[src/rtl/program_loader.sv]
// program_loader
//   Boot-time loader that sits in front of the instruction memory. It receives a
//   framed byte stream (HEADER, length N, 4*N payload bytes, XOR checksum), packs
//   the payload little-endian into 32-bit words and writes them to instruction
//   memory starting at BASE_ADDR. The processor is held in reset until a whole
//   frame has been written and its checksum matches.
//
// Ports
//   clk         rising-edge clock
//   reset       asynchronous reset, active low (0 = reset)
//   rx_valid    rx_data holds a byte this cycle
//   rx_data     incoming byte
//   rx_ready    loader accepts a byte; a transfer happens on rx_valid & rx_ready
//   imem_we     one-cycle instruction-memory write strobe
//   imem_addr   word-aligned byte address of the write (held between writes)
//   imem_wdata  word being written (held between writes)
//   core_reset  active-high reset to the processor
//   done        frame loaded and checksum correct
//   error       frame rejected (bad length or bad checksum)
//   word_count  words written in the current frame
module program_loader #(
  parameter logic [31:0] BASE_ADDR = 32'h0,
  parameter int unsigned MAX_WORDS = 64,
  parameter logic [7:0]  HEADER    = 8'hA5
) (
  input  logic        clk,
  input  logic        reset,
  input  logic        rx_valid,
  input  logic [7:0]  rx_data,
  output logic        rx_ready,
  output logic        imem_we,
  output logic [31:0] imem_addr,
  output logic [31:0] imem_wdata,
  output logic        core_reset,
  output logic        done,
  output logic        error,
  output logic [7:0]  word_count
);

  typedef enum logic [2:0] {
    StIdle, StLen, StData, StWrite, StCsum, StDone, StErr
  } state_e;

  localparam logic [7:0] MaxWordsB = 8'(MAX_WORDS);

  state_e      state_q, state_d;
  logic [7:0]  len_q, len_d;
  logic [7:0]  csum_q, csum_d;
  logic [7:0]  wc_q, wc_d;
  logic [1:0]  byteIdx_q, byteIdx_d;
  // Holds the first three payload bytes of a word; the fourth byte is taken
  // straight from rx_data when the word is completed.
  logic [23:0] shift_q, shift_d;
  logic [31:0] addr_q, addr_d;
  logic [31:0] wdata_q, wdata_d;
  logic        accept;

  assign accept     = rx_valid & rx_ready;
  assign imem_addr  = addr_q;
  assign imem_wdata = wdata_q;
  assign word_count = wc_q;

  always_ff @(posedge clk or negedge reset) begin
    if (!reset) begin
      state_q   <= StIdle;
      len_q     <= 8'd0;
      csum_q    <= 8'd0;
      wc_q      <= 8'd0;
      byteIdx_q <= 2'd0;
      shift_q   <= 24'd0;
      addr_q    <= BASE_ADDR;
      wdata_q   <= 32'd0;
    end else begin
      state_q   <= state_d;
      len_q     <= len_d;
      csum_q    <= csum_d;
      wc_q      <= wc_d;
      byteIdx_q <= byteIdx_d;
      shift_q   <= shift_d;
      addr_q    <= addr_d;
      wdata_q   <= wdata_d;
    end
  end

  always_comb begin
    state_d    = state_q;
    len_d      = len_q;
    csum_d     = csum_q;
    wc_d       = wc_q;
    byteIdx_d  = byteIdx_q;
    shift_d    = shift_q;
    addr_d     = addr_q;
    wdata_d    = wdata_q;
    rx_ready   = 1'b1;
    imem_we    = 1'b0;
    done       = 1'b0;
    error      = 1'b0;
    core_reset = 1'b1;

    case (state_q)
      StIdle: begin
        if (accept && rx_data == HEADER) begin
          state_d   = StLen;
          csum_d    = 8'd0;
          wc_d      = 8'd0;
          byteIdx_d = 2'd0;
        end
      end

      StLen: begin
        if (accept) begin
          len_d   = rx_data;
          state_d = (rx_data != 8'd0 && rx_data <= MaxWordsB) ? StData : StErr;
        end
      end

      StData: begin
        if (accept) begin
          csum_d    = csum_q ^ rx_data;
          shift_d   = {rx_data, shift_q[23:8]};
          byteIdx_d = byteIdx_q + 2'd1;
          // Fourth byte: latch address and word now so they are already
          // presented on the memory port during the write cycle.
          if (byteIdx_q == 2'd3) begin
            addr_d  = BASE_ADDR + {22'd0, wc_q, 2'b00};
            wdata_d = {rx_data, shift_q};
            state_d = StWrite;
          end
        end
      end

      StWrite: begin
        rx_ready = 1'b0;
        imem_we  = 1'b1;
        wc_d     = wc_q + 8'd1;
        state_d  = (wc_q + 8'd1 == len_q) ? StCsum : StData;
      end

      StCsum: begin
        if (accept) begin
          state_d = (rx_data == csum_q) ? StDone : StErr;
        end
      end

      StDone: begin
        rx_ready   = 1'b0;
        done       = 1'b1;
        core_reset = 1'b0;
      end

      StErr: begin
        error = 1'b1;
        // Only a fresh header restarts loading; everything else is dropped.
        if (accept && rx_data == HEADER) begin
          state_d   = StLen;
          csum_d    = 8'd0;
          wc_d      = 8'd0;
          byteIdx_d = 2'd0;
        end
      end

      default: state_d = StIdle;
    endcase
  end

endmodule

[config.mk]
export PLATFORM = sky130hd
export DESIGN_NAME = program_loader
export DESIGN_NICKNAME = d
export VERILOG_FILES = /design/src/rtl/program_loader.sv
export SDC_FILE = /design/constraint.sdc
export NUM_CORES = 1
export LEC_CHECK = 0
export CAP_MARGIN = 10
export CORE_MARGIN = 1
export CORE_UTILIZATION = 57
export CTS_BUF_LIST = sky130_fd_sc_hd__clkbuf_4 sky130_fd_sc_hd__clkbuf_8
export DETAILED_ROUTE_END_ITERATION = 6
export HOLD_SLACK_MARGIN = 0.1
export PLACE_DENSITY = 0.87
export SYNTH_ARGS = -nofsm -noshare
export SYNTH_HDL_FRONTEND = slang
export SYNTH_SLANG_ARGS = --single-unit
[constraint.sdc]
create_clock -name clk -period 2.7 [get_ports clk]
set_input_delay 0.54 -clock clk [delete_from_list [all_inputs] [get_ports clk]]
set_output_delay 0.54 -clock clk [all_outputs]
set_load 0.05 [all_outputs]
; ---- After elaboration in Yosys (flattened, before gate mapping)
; Cells that the tools add are included.
[classes]
add_sub_neg = 2
magnitude_cmp = 1
eq_ne = 15
muxes = 21
bitwise = 3
n_reduce_logical = 14
[ops]
columns = cell, count
row1 = $pmux W8 S2, 2
row2 = $mux W3, 7
row3 = $pmux W3 S6, 1
row4 = $eq A8 B8 Y1, 2
row5 = $mux W8, 2
row6 = $eq A3 B3 Y1 const B, 3
row7 = $add A8 B1 Y8 const B, 1
row8 = $eq A8 B8 Y1 const B, 1
row9 = $le A8 B7 Y1 const B, 1
row10 = $ne A2 B2 Y1 const B, 4
row11 = $reduce_bool A8 Y1, 1
row12 = $xor A8 B8 Y8, 1
row13 = $eq A3 B2 Y1 const B, 2
row14 = $mux W2, 3
row15 = $reduce_and A2 Y1, 3
row16 = $reduce_and A3 Y1, 2
row17 = $reduce_and A6 Y1, 1
row18 = $mux W1, 5
row19 = $pmux W2 S2, 1
row20 = $reduce_bool A2 Y1, 2
row21 = $reduce_or A2 Y1, 2
row22 = $eq A3 B1 Y1 const B, 1
row23 = $logic_not A3 Y1, 1
row24 = $add A2 B1 Y2 const B, 1
row25 = other kinds (5), 6
[word_totals]
regBits = 93
inputBits = 11
output_inout_bits = 77
wordCells = 64

; ---- Longest topological paths before layout
[logic_depth]
depth_word = 7
mapped_depth = 8
depth_no_buf = 6

; ---- Worst setup path after synthesis
; OpenSTA, ideal clock, no wires.
[synth_timing]
path_kind = register -> register
from = register wc_q[0], in the netlist word_count[0]
to = register state_q[2]
setup_time_ns = 0.065
arrival_ns = 2.162
required_time_ns = 2.635
setup_slack_ns = 0.473
stages_incl_launch_ff = 8
n_path_buf = 1
synth_period_minus_slack_ns = 2.227
path_cell_list = dfrtp_1 -> ha_1 -> and3_1 -> buf_6 -> nand3_4 -> or3_1 -> a311oi_2 -> o211a_1
[synth_via]
elab_chain_len = 4
[synth_rtl]
columns = item, line_no
row1 = start: declaration, 49  ; logic [7:0] wc_q, wc_d;
row2 = start signal: assignment, 77  ; wc_q <= wc_d;
row3 = $add A8 B1 Y8, 136  ; state_d = (wc_q + 8'd1 == len_q) ? StCsum : StData;
row4 = $eq A8 B8 Y1, 136
row5 = $mux W3, 136
row6 = $pmux W3 S6, 100  ; case (state_q)
row7 = end signal: assignment, 65  ; state_q <= StIdle;
row8 = end signal: assignment, 74  ; state_q <= state_d;
row9 = end: declaration, 46  ; state_e state_q, state_d;
; Every way passes these cells.
; A chain may end at the register's enable or synchronous reset.

; ---- Worst setup path after layout
[layout_timing]
from = register state_q[1]
to = output core_reset
[layout_via]
elab_chain_len = 2
[layout_rtl]
columns = item, line_no
row1 = $eq A3 B3 Y1, 100
row2 = $mux W1, 100
row3 = end: declaration, 34  ; output logic core_reset,
; Every way passes these cells.

==> flow_metrics.env <==
export IMPL_status="completed"
export IMPL_cp_end_kind="output pin"
export IMPL_utilization_pct=71.4
export IMPL_fp_dieW_um=89.3
export IMPL_die_area_mm2=0.00797
export IMPL_yosysMostFrequentCell="dfrtp_1"
export IMPL_drtPass1Iterations=4
export IMPL_m1WireLength_um=3760
export IMPL_synthTopCellsByCount="93 x dfrtp_1, 84 x nand2_1, 48 x mux2_2"
export IMPL_track_usage_pct=23.6
export IMPL_maxCapViolCount=0
export IMPL_nets=477
export IMPL_syn_area_mm2=0.00434
export IMPL_io_buffer_count=63
export IMPL_drive_above_1_share_pct=17.5
export IMPL_clkLatencyLatePin_ns=0.35
export IMPL_root_buffer="clkbuf_8"
export IMPL_report_final_slew_viol_count=0
export IMPL_routed_wl_um=8770
export IMPL_startpoint="state_q[1]"
export IMPL_hp_class="primary input to asynchronous set/reset pin"
export IMPL_finalSetupViolations=0
export IMPL_start_kind="flop"
export IMPL_yosysTopAreaCellShare_pct=53.6
export IMPL_synth_edf_count=0
export IMPL_area_delta_synth_final_pct=19.9
export IMPL_worst_ir_drop_vdd_uv=776
export IMPL_seq_area_frac_synth_pct=53.6
export IMPL_critPathMaxFanout=10
export IMPL_fillers=529
export IMPL_diodes=0
export IMPL_p_total_mw=6.79
export IMPL_dp_hpwl_um=6010
export IMPL_num_rows=31
export IMPL_die_y_um=89.3
export IMPL_powerDensity_mw_per_mm2=1300
export IMPL_ios=88
export IMPL_wl_met3_um=517
export IMPL_crit_type="flop to output pin"
export IMPL_crit_required_ns=2.16
export IMPL_h_tree_depth=3
export IMPL_dr_total_vias=3046
export IMPL_start_util_pct=59.6
export IMPL_fin_crit_ns=2.64
export IMPL_core_area_mm2=0.00729
export IMPL_cp_arrival_ns=2.10
export IMPL_p_leak_nw=2.47
export IMPL_cts_tree="built"
export IMPL_fin_crit_sh_pct=97.6
export IMPL_syn_instance_count=403
export IMPL_clock_sinks=93
export IMPL_dr_wl_met2_um=4390
export IMPL_yosys_register_bits=93
export IMPL_finClkSkew_ns=0.00940
export IMPL_synth_area_leaders="dfrtp_1 54%, mux2_2 12%, nand2_1 7.3%"
export IMPL_rsz0062_at_grt="false"
export IMPL_grt_first_pass_wirelength_um=14100
export IMPL_setup_tns_ns=0
export IMPL_grt_overflow_total=0
export IMPL_ys_warn_count=0
export IMPL_synth_area_leader_cell="dfrtp_1"
export IMPL_max_slew_margin_pct=50.1
export IMPL_postLayoutCellArea_mm2=0.00521
export IMPL_ys_flop_type="dfrtp_1"
export IMPL_clkTransAtPathRegs_ns=0.09
export IMPL_avgViaCountPerCell=5.36
export IMPL_drc=0
export IMPL_top_layer_used="met4"
export IMPL_cts_buffers=9
export IMPL_dpl_cell_area_mm2=0.00497
export IMPL_gp_congestion=0.885
export IMPL_worstMarginPinSlew_ns=0.748
export IMPL_synth_cell_types=48
export IMPL_grt_pass1_vias=3009
export IMPL_cts_path_max_buffers=2
export IMPL_avgSynthCellArea_um2=10.8
export IMPL_max_freq_ghz=0.379
export IMPL_antenna_found_initial=0
export IMPL_synth_async_sr_flop_share_pct=100
export IMPL_r2r_setup_slack_ns=0.48
export IMPL_grt_max_degree=50
export IMPL_wl_per_cell_um=15.4
export IMPL_first_iter_violations=172
export IMPL_regArea_mm2=0.00233
export IMPL_multi_input_area_mm2=0.00180
export IMPL_hold_violations=0
export IMPL_final_antenna_net_count=0
export IMPL_r2r_start="word_count[0]"
export IMPL_cts_setup_buffers=0
-- worst paths after layout --
kind	end	cells after the start
worst min register to register	shift_q[3]	2
max in group asynchronous	len_q[4]	2
worst max-delay path	core_reset	3
worst min-delay path	imem_wdata[5]	1
min in group clk	shift_q[3]	2
worst max register to register	state_q[2]	6
-- cells by family after synthesis --
group | Yosys count | share of synthesized area, %
buffers and inverters | 49 | 7.03
muxes | 48 | 12.4
other | 1 | 0.0863
AOI/OAI and AO/OA | 55 | 8.24
xor gates and xnor gates | 18 | 3.63
adders and majority gates | 2 | 0.576
DFF | 93 | 53.6
and+or+nand+nor | 137 | 14.4
-- per-stage QoR --
stage	setup slack (ns)	instances	hold slack, ns
3_5_place_dp	0.135	552	0.462
3_3_place_gp	0.257	552	0.457
5_1_grt	0.00931	568	0.217
6_report	0.0641	568	0.186
4_1_cts	0.0140	568	0.193
2_1_floorplan	0.473	426	0.244
-- layout by cell type, fill, tap and decap left out, drive strengths merged, types with 3 or more instances in the layout --
cell,n
o31ai,3
mux2,48
o21ai,28
and3,3
nor3,5
nor2b,3
nor2,19
xnor2,6
or3,3
buf,9
conb,24
clkdlybuf4s50,60
nand3,7
a21oi,6
inv,7
dfrtp,93
xor2,12
clkbuf,11
nand2,85
-- routing by layer --
layer | GRT usage, % | vias to the layer above
met3 | 3.88 | 12
met1 | 31.0 | 1467
li1 | - | 1446
met4 | 8.66 | 0
met2 | 39.8 | 121
met5 | 0 | -
-- registers in the layout, indices dropped and copies added, names as in the netlist --
name,cells
len_q,8
word_count,8
imem_wdata,32
state_q,3
csum_q,8
shift_q,24
imem_addr,8
byteIdx_q,2
-- area by class of cell --
cell class                 count  area share, %
clock buffer                  11           2.91
clock inverter                 5           1.56
inverter                       6          0.432
multi-input combinational    284           34.5
sequential                    93           44.7
tap                           99           2.38
timing repair buffer          70           13.5
-- worst max-delay path, cell delays in order (launching register included) --
cell             delay, ns
dfrtp_1               0.56
inv_1                 0.20
nand3_1               0.17
clkdlybuf4s50_1       0.82
-- power breakdown --
part / switching (mW) / internal, mW
registers: 0.478 / 1.97
clock network: 0.459 / 0.574
logic: 2.10 / 1.21
total: 3.04 / 3.76
-- timing repair --
item / in CTS / in global routing
endpoints found under the setup margin: 0 / 1
hold buffers: 0 / 0
gates resized for setup: 0 / 1
(Power assumes the default switching activity.)
